===== src/rtl/morse_pkg.sv =====
// Shared Morse encoder definitions: symbol codes, FSM states, table widths
// and timing multipliers (in Morse units).
package morse_pkg;
  localparam logic [5:0] SPACE = 6'd0;
  localparam logic [5:0] A = 6'd1,  B = 6'd2,  C = 6'd3,  D = 6'd4,  E = 6'd5;
  localparam logic [5:0] F = 6'd6,  G = 6'd7,  H = 6'd8,  I = 6'd9,  J = 6'd10;
  localparam logic [5:0] K = 6'd11, L = 6'd12, M = 6'd13, N = 6'd14, O = 6'd15;
  localparam logic [5:0] P = 6'd16, Q = 6'd17, R = 6'd18, S = 6'd19, T = 6'd20;
  localparam logic [5:0] U = 6'd21, V = 6'd22, W = 6'd23, X = 6'd24, Y = 6'd25;
  localparam logic [5:0] Z = 6'd26;
  localparam logic [5:0] D0 = 6'd27, D1 = 6'd28, D2 = 6'd29, D3 = 6'd30, D4 = 6'd31;
  localparam logic [5:0] D5 = 6'd32, D6 = 6'd33, D7 = 6'd34, D8 = 6'd35, D9 = 6'd36;

  localparam int LEN_W = 3;
  localparam int PAT_W = 5;

  localparam int DOT_U  = 1;
  localparam int DASH_U = 3;
  localparam int GAP_U  = 1;
  localparam int CGAP_U = 3;
  localparam int WGAP_U = 4;

  typedef enum logic [2:0] {IDLE, MARK, GAP, CGAP, WGAP} state_t;
endpackage


===== src/rtl/morse_lut.sv =====
// Code to {valid, len, pattern} table. Pattern is right-aligned, first
// element in bit len-1, 1 = dash.
module morse_lut
  import morse_pkg::*;
#(
  parameter int DIGITS_EN = 1
) (
  input  logic [5:0]       code,
  output logic             valid,
  output logic [LEN_W-1:0] len,
  output logic [PAT_W-1:0] pattern
);
  logic [LEN_W+PAT_W-1:0] ent;

  always_comb begin
    ent = '0;
    case (code)
      A:  ent = {3'd2, 5'b00001};
      B:  ent = {3'd4, 5'b01000};
      C:  ent = {3'd4, 5'b01010};
      D:  ent = {3'd3, 5'b00100};
      E:  ent = {3'd1, 5'b00000};
      F:  ent = {3'd4, 5'b00010};
      G:  ent = {3'd3, 5'b00110};
      H:  ent = {3'd4, 5'b00000};
      I:  ent = {3'd2, 5'b00000};
      J:  ent = {3'd4, 5'b00111};
      K:  ent = {3'd3, 5'b00101};
      L:  ent = {3'd4, 5'b00100};
      M:  ent = {3'd2, 5'b00011};
      N:  ent = {3'd2, 5'b00010};
      O:  ent = {3'd3, 5'b00111};
      P:  ent = {3'd4, 5'b00110};
      Q:  ent = {3'd4, 5'b01101};
      R:  ent = {3'd3, 5'b00010};
      S:  ent = {3'd3, 5'b00000};
      T:  ent = {3'd1, 5'b00001};
      U:  ent = {3'd3, 5'b00001};
      V:  ent = {3'd4, 5'b00001};
      W:  ent = {3'd3, 5'b00011};
      X:  ent = {3'd4, 5'b01001};
      Y:  ent = {3'd4, 5'b01011};
      Z:  ent = {3'd4, 5'b01100};
      D0: ent = {3'd5, 5'b11111};
      D1: ent = {3'd5, 5'b01111};
      D2: ent = {3'd5, 5'b00111};
      D3: ent = {3'd5, 5'b00011};
      D4: ent = {3'd5, 5'b00001};
      D5: ent = {3'd5, 5'b00000};
      D6: ent = {3'd5, 5'b10000};
      D7: ent = {3'd5, 5'b11000};
      D8: ent = {3'd5, 5'b11100};
      D9: ent = {3'd5, 5'b11110};
      default: ent = '0;
    endcase
    // len == 0 marks an empty slot (space or invalid code)
    valid = (ent[LEN_W+PAT_W-1 -: LEN_W] != '0) && ((DIGITS_EN != 0) || (code < D0));
  end

  assign len     = ent[LEN_W+PAT_W-1 -: LEN_W];
  assign pattern = ent[PAT_W-1:0];
endmodule


===== src/rtl/morse_tx_encoder.sv =====
// Morse keyer: accepts one symbol code at a time and keys it out with
// standard element, character and word spacing.
module morse_tx_encoder
  import morse_pkg::*;
#(
  parameter int UNIT_TICKS = 4,
  parameter int DIGITS_EN  = 1
) (
  input  logic       clk,
  input  logic       rst_n,
  input  logic       sym_valid,
  input  logic [5:0] sym_code,
  output logic       sym_ready,
  output logic       key_out,
  output logic       busy,
  output logic       done,
  output logic       err
);
  localparam int CW = $clog2(4*UNIT_TICKS);
  localparam logic [CW-1:0] T_DOT  = CW'(DOT_U*UNIT_TICKS - 1);
  localparam logic [CW-1:0] T_DASH = CW'(DASH_U*UNIT_TICKS - 1);
  localparam logic [CW-1:0] T_GAP  = CW'(GAP_U*UNIT_TICKS - 1);
  localparam logic [CW-1:0] T_CGAP = CW'(CGAP_U*UNIT_TICKS - 1);
  localparam logic [CW-1:0] T_WGAP = CW'(WGAP_U*UNIT_TICKS - 1);

  state_t           state, state_nxt;
  logic [CW-1:0]    cnt, cnt_nxt;
  logic [LEN_W-1:0] idx, idx_nxt, len_r, len_nxt;
  logic [PAT_W-1:0] pat_r, pat_nxt;
  logic             done_nxt, err_nxt;

  logic             lut_valid;
  logic [LEN_W-1:0] lut_len, first_sel, next_sel;
  logic [PAT_W-1:0] lut_pat;

  morse_lut #(.DIGITS_EN(DIGITS_EN)) u_lut (
    .code    (sym_code),
    .valid   (lut_valid),
    .len     (lut_len),
    .pattern (lut_pat)
  );

  assign first_sel = lut_len - 3'd1;
  assign next_sel  = len_r - idx - 3'd2;
  assign sym_ready = (state == IDLE);
  assign busy      = (state != IDLE);

  always_comb begin
    state_nxt = state;
    cnt_nxt   = cnt;
    idx_nxt   = idx;
    len_nxt   = len_r;
    pat_nxt   = pat_r;
    done_nxt  = 1'b0;
    err_nxt   = 1'b0;
    case (state)
      IDLE: if (sym_valid) begin
        if (sym_code == SPACE) begin
          state_nxt = WGAP;
          cnt_nxt   = T_WGAP;
        end else if (lut_valid) begin
          // the looked-up symbol is latched here; sym_code is ignored until IDLE
          state_nxt = MARK;
          idx_nxt   = '0;
          len_nxt   = lut_len;
          pat_nxt   = lut_pat;
          cnt_nxt   = lut_pat[first_sel] ? T_DASH : T_DOT;
        end else begin
          err_nxt = 1'b1;
        end
      end
      MARK: if (cnt == '0) begin
        if (idx == len_r - 3'd1) begin
          state_nxt = CGAP;
          cnt_nxt   = T_CGAP;
        end else begin
          state_nxt = GAP;
          cnt_nxt   = T_GAP;
        end
      end else cnt_nxt = cnt - 1'b1;
      GAP: if (cnt == '0) begin
        state_nxt = MARK;
        idx_nxt   = idx + 3'd1;
        cnt_nxt   = pat_r[next_sel] ? T_DASH : T_DOT;
      end else cnt_nxt = cnt - 1'b1;
      CGAP, WGAP: if (cnt == '0) begin
        state_nxt = IDLE;
        done_nxt  = 1'b1;
      end else cnt_nxt = cnt - 1'b1;
      default: state_nxt = IDLE;
    endcase
  end

  always_ff @(posedge clk or negedge rst_n) begin
    if (!rst_n) begin
      state   <= IDLE;
      cnt     <= '0;
      idx     <= '0;
      len_r   <= '0;
      pat_r   <= '0;
      key_out <= 1'b0;
      done    <= 1'b0;
      err     <= 1'b0;
    end else begin
      state   <= state_nxt;
      cnt     <= cnt_nxt;
      idx     <= idx_nxt;
      len_r   <= len_nxt;
      pat_r   <= pat_nxt;
      key_out <= (state_nxt == MARK);
      done    <= done_nxt;
      err     <= err_nxt;
    end
  end
endmodule


===== config.mk =====
export PLATFORM = sky130hd
export DESIGN_NAME = morse_tx_encoder
export DESIGN_NICKNAME = d
export VERILOG_FILES = /design/src/rtl/morse_pkg.sv /design/src/rtl/morse_lut.sv /design/src/rtl/morse_tx_encoder.sv
export SDC_FILE = /design/constraint.sdc
export NUM_CORES = 1
export LEC_CHECK = 0
export CAP_MARGIN = 10
export CELL_PAD_IN_SITES_DETAIL_PLACEMENT = 1
export CELL_PAD_IN_SITES_GLOBAL_PLACEMENT = 2
export CORE_MARGIN = 2
export CORE_UTILIZATION = 39
export CTS_CLUSTER_SIZE = 12
export DETAILED_ROUTE_END_ITERATION = 8
export GPL_TIMING_DRIVEN = 0
export PLACE_DENSITY_LB_ADDON = 0.1
export REMOVE_ABC_BUFFERS = 1
export SETUP_SLACK_MARGIN = 0.1
export SLEW_MARGIN = 20
export SYNTH_ARGS = -nofsm -noshare
export SYNTH_HDL_FRONTEND = slang
export SYNTH_SLANG_ARGS = --single-unit

===== constraint.sdc =====
create_clock -name clk -period 4.4 [get_ports clk]
set_clock_uncertainty 0.2 [all_clocks]
set_input_delay 0.88 -clock clk [delete_from_list [all_inputs] [get_ports clk]]
set_output_delay 0.88 -clock clk [all_outputs]
set_load 0.05 [all_outputs]

After elaboration in Yosys (flattened, before gate mapping)

Memories as Yosys holds them, arrays and structs flattened.
Index checks and enable logic that the tools add are counted.

Memories: 1
Input bits: 9
Logic and storage cells: 74
Bits in registers: 21
Bits in read-only memories: 512

Memory list:

| name             | words | bits a word | rd ports | clocked after Yosys merged registers in | write ports | line            | text |
|---|---|---|---|---|---|---|---|
| (name not given) | 64    | 8           | 1        | 0                                       | 0           | morse_lut.sv:17 | `case (code)` |

Mux-type cells: 33
Add/subtract/negate cells: 6
Reduce and logical (&&, ||, !) cells: 11
Equal/unequal tests: 12
Order comparisons: 2
Bitwise gates (word level): 1

Operators with widths:

| kind                  | number |
|---|---|
| $mux W4               | 9 |
| $mux W3               | 10 |
| $pmux W4 S4           | 1 |
| $pmux W3 S4           | 1 |
| $mux W1               | 9 |
| $lt A3 B4 Y1 const B  | 2 |
| $ne A2 B2 Y1 const B  | 4 |
| $reduce_and A4 Y1     | 2 |
| $bmux W1 S3           | 2 |
| $eq A3 B1 Y1 const B  | 2 |
| $eq A3 B2 Y1 const B  | 2 |
| $logic_not A6 Y1      | 1 |
| $pmux W3 S2           | 1 |
| $reduce_bool A3 Y1    | 2 |
| $sub A3 B1 Y3 const B | 2 |
| $reduce_and A5 Y1     | 1 |
| $logic_not A4 Y1      | 1 |
| $reduce_bool A4 Y1    | 1 |
| $sub A4 B1 Y4 const B | 1 |
| $add A3 B1 Y3 const B | 1 |
| $eq A3 B3 Y1          | 1 |
| $eq A3 B3 Y1 const B  | 1 |
| $logic_not A3 Y1      | 1 |
| $ne A3 B1 Y1 const B  | 1 |
| other kinds (6)       | 6 |

Depth between registers and ports, before layout

An unclocked memory read counts as a cell.

Word-level depth: 9
Depth in mapped cells: 12
Depth with buffers taken out: 11

Modules after synthesis

A second synthesis with hierarchy kept.

Cells, all modules: 224
Area, all modules: 1988.2 um^2

Modules (own cells, without submodules):

| module           | instances | cells an instance | seq. area each (um^2) | area each (um^2) |
|---|---|---|---|---|
| morse_tx_encoder | 1         | 147               | 525.5                 | 1425.1 |
| morse_lut        | 1         | 77                | 0.0                   | 563.0 |

Worst setup path after synthesis

OpenSTA, ideal clock, no wires.

Path kind: input to register
Start: in sym_code[0]
End: reg cnt[3]
Cell stages on the path: 11
Arrival: 2.906 ns
Setup time: 0.082 ns
Slack: 1.212 ns
Cell sequence: inv_1 > ha_1 > nor3b_1 > a21oi_1 > o32a_1 > and2b_1 > ha_1 > nor4b_1 > o211ai_1 > a21o_2 > a31oi_1

Word-level cells in the longest chain between the ends: 9
Elaborated cells between the ends (all ways): 13

Ends and longest elaborated chain:

| element                       | line                    | text |
|---|---|---|
| start: declaration            | morse_tx_encoder.sv:12  | `input logic [5:0] sym_code,` |
| $mem_v2 Z64 W8                | -                       |  |
| $sub A3 B1 Y3                 | morse_tx_encoder.sv:43  | `assign first_sel = lut_len - 3'd1;` |
| $bmux W1 S3                   | morse_tx_encoder.sv:67  | `cnt_nxt = lut_pat[first_sel] ? T_DASH : T_DOT;` |
| $mux W1 (not written as such) | morse_tx_encoder.sv:67  |  |
| $mux W4                       | morse_tx_encoder.sv:67  |  |
| $mux W4                       | morse_tx_encoder.sv:61  | `end else if (lut_valid) begin` |
| $mux W4                       | morse_tx_encoder.sv:58  | `if (sym_code == SPACE) begin` |
| $mux W4                       | morse_tx_encoder.sv:57  | `IDLE: if (sym_valid) begin` |
| $pmux W4 S4                   | morse_tx_encoder.sv:56  | `case (state)` |
| end signal: assignment        | morse_tx_encoder.sv:106 | `cnt <= cnt_nxt;` |
| end: declaration              | morse_tx_encoder.sv:27  | `logic [CW-1:0] cnt, cnt_nxt;` |

Several ways; a longest one is shown, not always the timed one. The select of a mux whose other input is x is not followed.
A chain may end at the register's enable or synchronous reset.

Worst setup path after layout

Same ends and word-level chain as after synthesis.

==> flow_summary.json <==
{
  "fmax_mhz": 247,
  "min_path_cells": 2,
  "status": "complete, no violations",
  "max_slew_margin": 0.534,
  "rsz0062_at_grt": "false",
  "diodes": 0,
  "grt_overflow_total": 0,
  "grt_pass1_vias": 1635,
  "areaGrowthSynthToFinish_pct": 9.88,
  "port_buffers": 13,
  "grt_max_degree": 22,
  "setup_tns_ns": 0,
  "antenna_left": 0,
  "placementRows": 25,
  "hold_buffers": 0,
  "synth-seq-cells": 21,
  "cpMostUsedCell": "ha_1",
  "clk_latency_ns": 0.26,
  "crit_required_ns": 4.38,
  "clk_pin_slew_ns": 0.08,
  "leakage_nw": 0.912,
  "start_util": 0.405,
  "timing.final.crit_period_ns": 4.05,
  "dieArea_sq_mm": 0.00548,
  "yosys_warnings": 0,
  "critPathKind": "primary input to flip-flop",
  "crit_chain": "clkdlybuf4s50_1 -> inv_1 -> ha_1 -> nor3b_1 -> a21oi_1 -> o32a_1 -> and2b_1 -> ha_1 -> nor4b_1 -> o211ai_1 -> a21o_2 -> a31oi_1",
  "crit_path_max_incr_delay_ns": 0.63,
  "core_area_sq_mm": 0.00472,
  "fin_nets": 258,
  "fin_ws_ns": 0.353,
  "seq_area_frac_synth": 0.275,
  "fp.dieW_um": 74.0,
  "hold_viol": 0,
  "cts_max_path_buffers": 2,
  "tightest_slew_ns": 0.696,
  "gr-usage-all-layers": 0.188,
  "design_area_sq_mm": 0.00210,
  "cp_top_family": "compound AO/OA/AOI/OAI gates",
  "cts_root_buffer": "clkbuf_8",
  "cp_slowest_cell": "clkdlybuf4s50_1",
  "pwr-share-clk": 0.112,
  "drive_above_1_share": 0.104,
  "irDropWorstVdd_v": 0.000238,
  "wl_um": 4690,
  "start_kind": "primary input",
  "path_buf_inv": 2,
  "nFillCells": 556,
  "first_pass_iters": 4,
  "seqPwrFrac": 0.306,
  "async_flop_share": 1.00,
  "setup_viol": 0,
  "cts_tree": "yes",
  "dpl_worst_slack_ns": 0.00459,
  "p_sw_frac": 0.452,
  "place_area_sq_mm": 0.00206,
  "netlist_area_sq_mm": 0.00191,
  "crit_cells": 12,
  "p_comb_frac": 0.582,
  "final-max-slew-violation-count": 0,
  "avgViaCountPerCell": 5.45,
  "power_switching_mw": 0.501,
  "place.gp.congestion": 0.818,
  "regArea_sq_um": 526,
  "r2r_cells": 8,
  "ys_types": 61,
  "grt_pass1_wl_um": 8060,
  "maxCapViolCount": 0,
  "hp-class": "flip-flop to flip-flop",
  "dieHeight_um": 74.0,
  "fin_util": 0.445,
  "dr.first_iter.drc_count": 62,
  "synth_edf_count": 0,
  "wire_per_inst_um": 15.7,
  "drc": 0,
  "synth_ff_type": "dfrtp_1",
  "cts.sinks": 21,
  "end_kind": "flip-flop",
  "power_density_mw_per_mm2": 527,
  "cp.arrival_ns": 4.03,
  "avgSynthCellArea_sq_um": 8.50,
  "post-route-period-util": 0.920,
  "vias": 1624,
  "h-tree-depth": 1,
  "multiInputGateArea_sq_mm": 0.00125,
  "critPathMaxFanout": 8,
  "layout_commonest_cell": "nand2_1",
  "final_cell_mix": "nand2_1, dfrtp_1, ha_1",
  "syn_inst": 225,
  "p_int_mw": 0.606,
  "cts_made_buffers": 3,
  "antenna_found_initial": 0,
  "ioPinCount": 14,
  "dp_hpwl_um": 3740
}
state kept, by name, indices dropped and copies added (netlist names):
| name | cells |
|---|---|
| pat_r | 5 |
| len_r | 3 |
| err | 1 |
| state | 3 |
| cnt | 4 |
| done | 1 |
| idx | 3 |
| key_out | 1 |
path summary, 6_finish.rpt:
path | startpoint | end | slack, ns
hold reg to reg | pat_r[4] | pat_r[4] | 0.28
setup / recovery | sym_code[0] | cnt[3] | 0.35
setup reg to reg | cnt[0] | cnt[3] | 1.83
hold / removal | pat_r[4] | pat_r[4] | 0.28
min in group asynchronous | rst_n | idx[1] | 0.38
max in group asynchronous | rst_n | idx[0] | 3.29
stage by stage:
stage | power [mW] | cells | hold WS (ns)
5_1_grt | 1.21 | 298 | 0.298
2_1_floorplan | 0.816 | 214 | 0.241
3_5_place_dp | 0.993 | 294 | 0.265
3_3_place_gp | 0.955 | 294 | 0.265
6_report | 1.11 | 298 | 0.276
4_1_cts | 1.12 | 298 | 0.283
worst min-delay path: cells and delay by family, from the launching register on:
family	cells	cell delay (ns)
DFF	1	0.34
and+or+nand+nor	2	0.10
synthesized netlist by cell type, types with 5 or more instances:
cell	n	share of area
ha_1	17	0.11
a21oi_1	14	0.037
nand2_1	27	0.053
xnor2_1	5	0.023
inv_1	15	0.029
nor3_1	5	0.013
nor2b_1	6	0.020
dfrtp_1	21	0.27
o21ai_0	14	0.037
o21ai_1	8	0.021
nor2_1	16	0.031
area by class of cell:
class	count	share of cell area
tap	67	0.0399
sequential	21	0.250
timing repair buffer	13	0.0607
clock buffer	3	0.0196
multi-input combinational	176	0.597
clock inverter	1	0.00238
inverter	17	0.0304
metal layers:
metal	GRT usage	part of all wire	up-vias	wire length, um
met3	0.0163	0.017	2	79
met5	0	0	-	0
li1	-	-	806	-
met2	0.320	0.49	20	2310
met1	0.260	0.48	796	2270
met4	0.0424	0.0062	0	29
timing repair:
action / in CTS / in global routing
gates resized for setup: 0 / 1
buffers inserted: 0 / 0
setup endpoints to repair: 0 / 1
logic make-up (layout without fill, tap and decap cells):
family / after synthesis / after routing / share of synthesized area
AOI/OAI and AO/OA: 64 / 64 / 0.241
xor gates and xnor gates: 8 / 8 / 0.0406
adders and majority gates: 18 / 18 / 0.116
buffers and inverters: 28 / 34 / 0.0693
DFF: 21 / 21 / 0.275
muxes: 4 / 4 / 0.0275
and+or+nand+nor: 82 / 82 / 0.230
power groups by stage:
stage | Clock (mW) | Sequential (mW) | Combinational, mW
2_1_floorplan | 0 | 0.345 | 0.471
3_3_place_gp | 0 | 0.337 | 0.618
3_5_place_dp | 0 | 0.342 | 0.651
4_1_cts | 0.131 | 0.338 | 0.656
5_1_grt | 0.138 | 0.350 | 0.724
6_report | 0.124 | 0.339 | 0.645
Note: power is estimated with default switching activity, not from simulation.
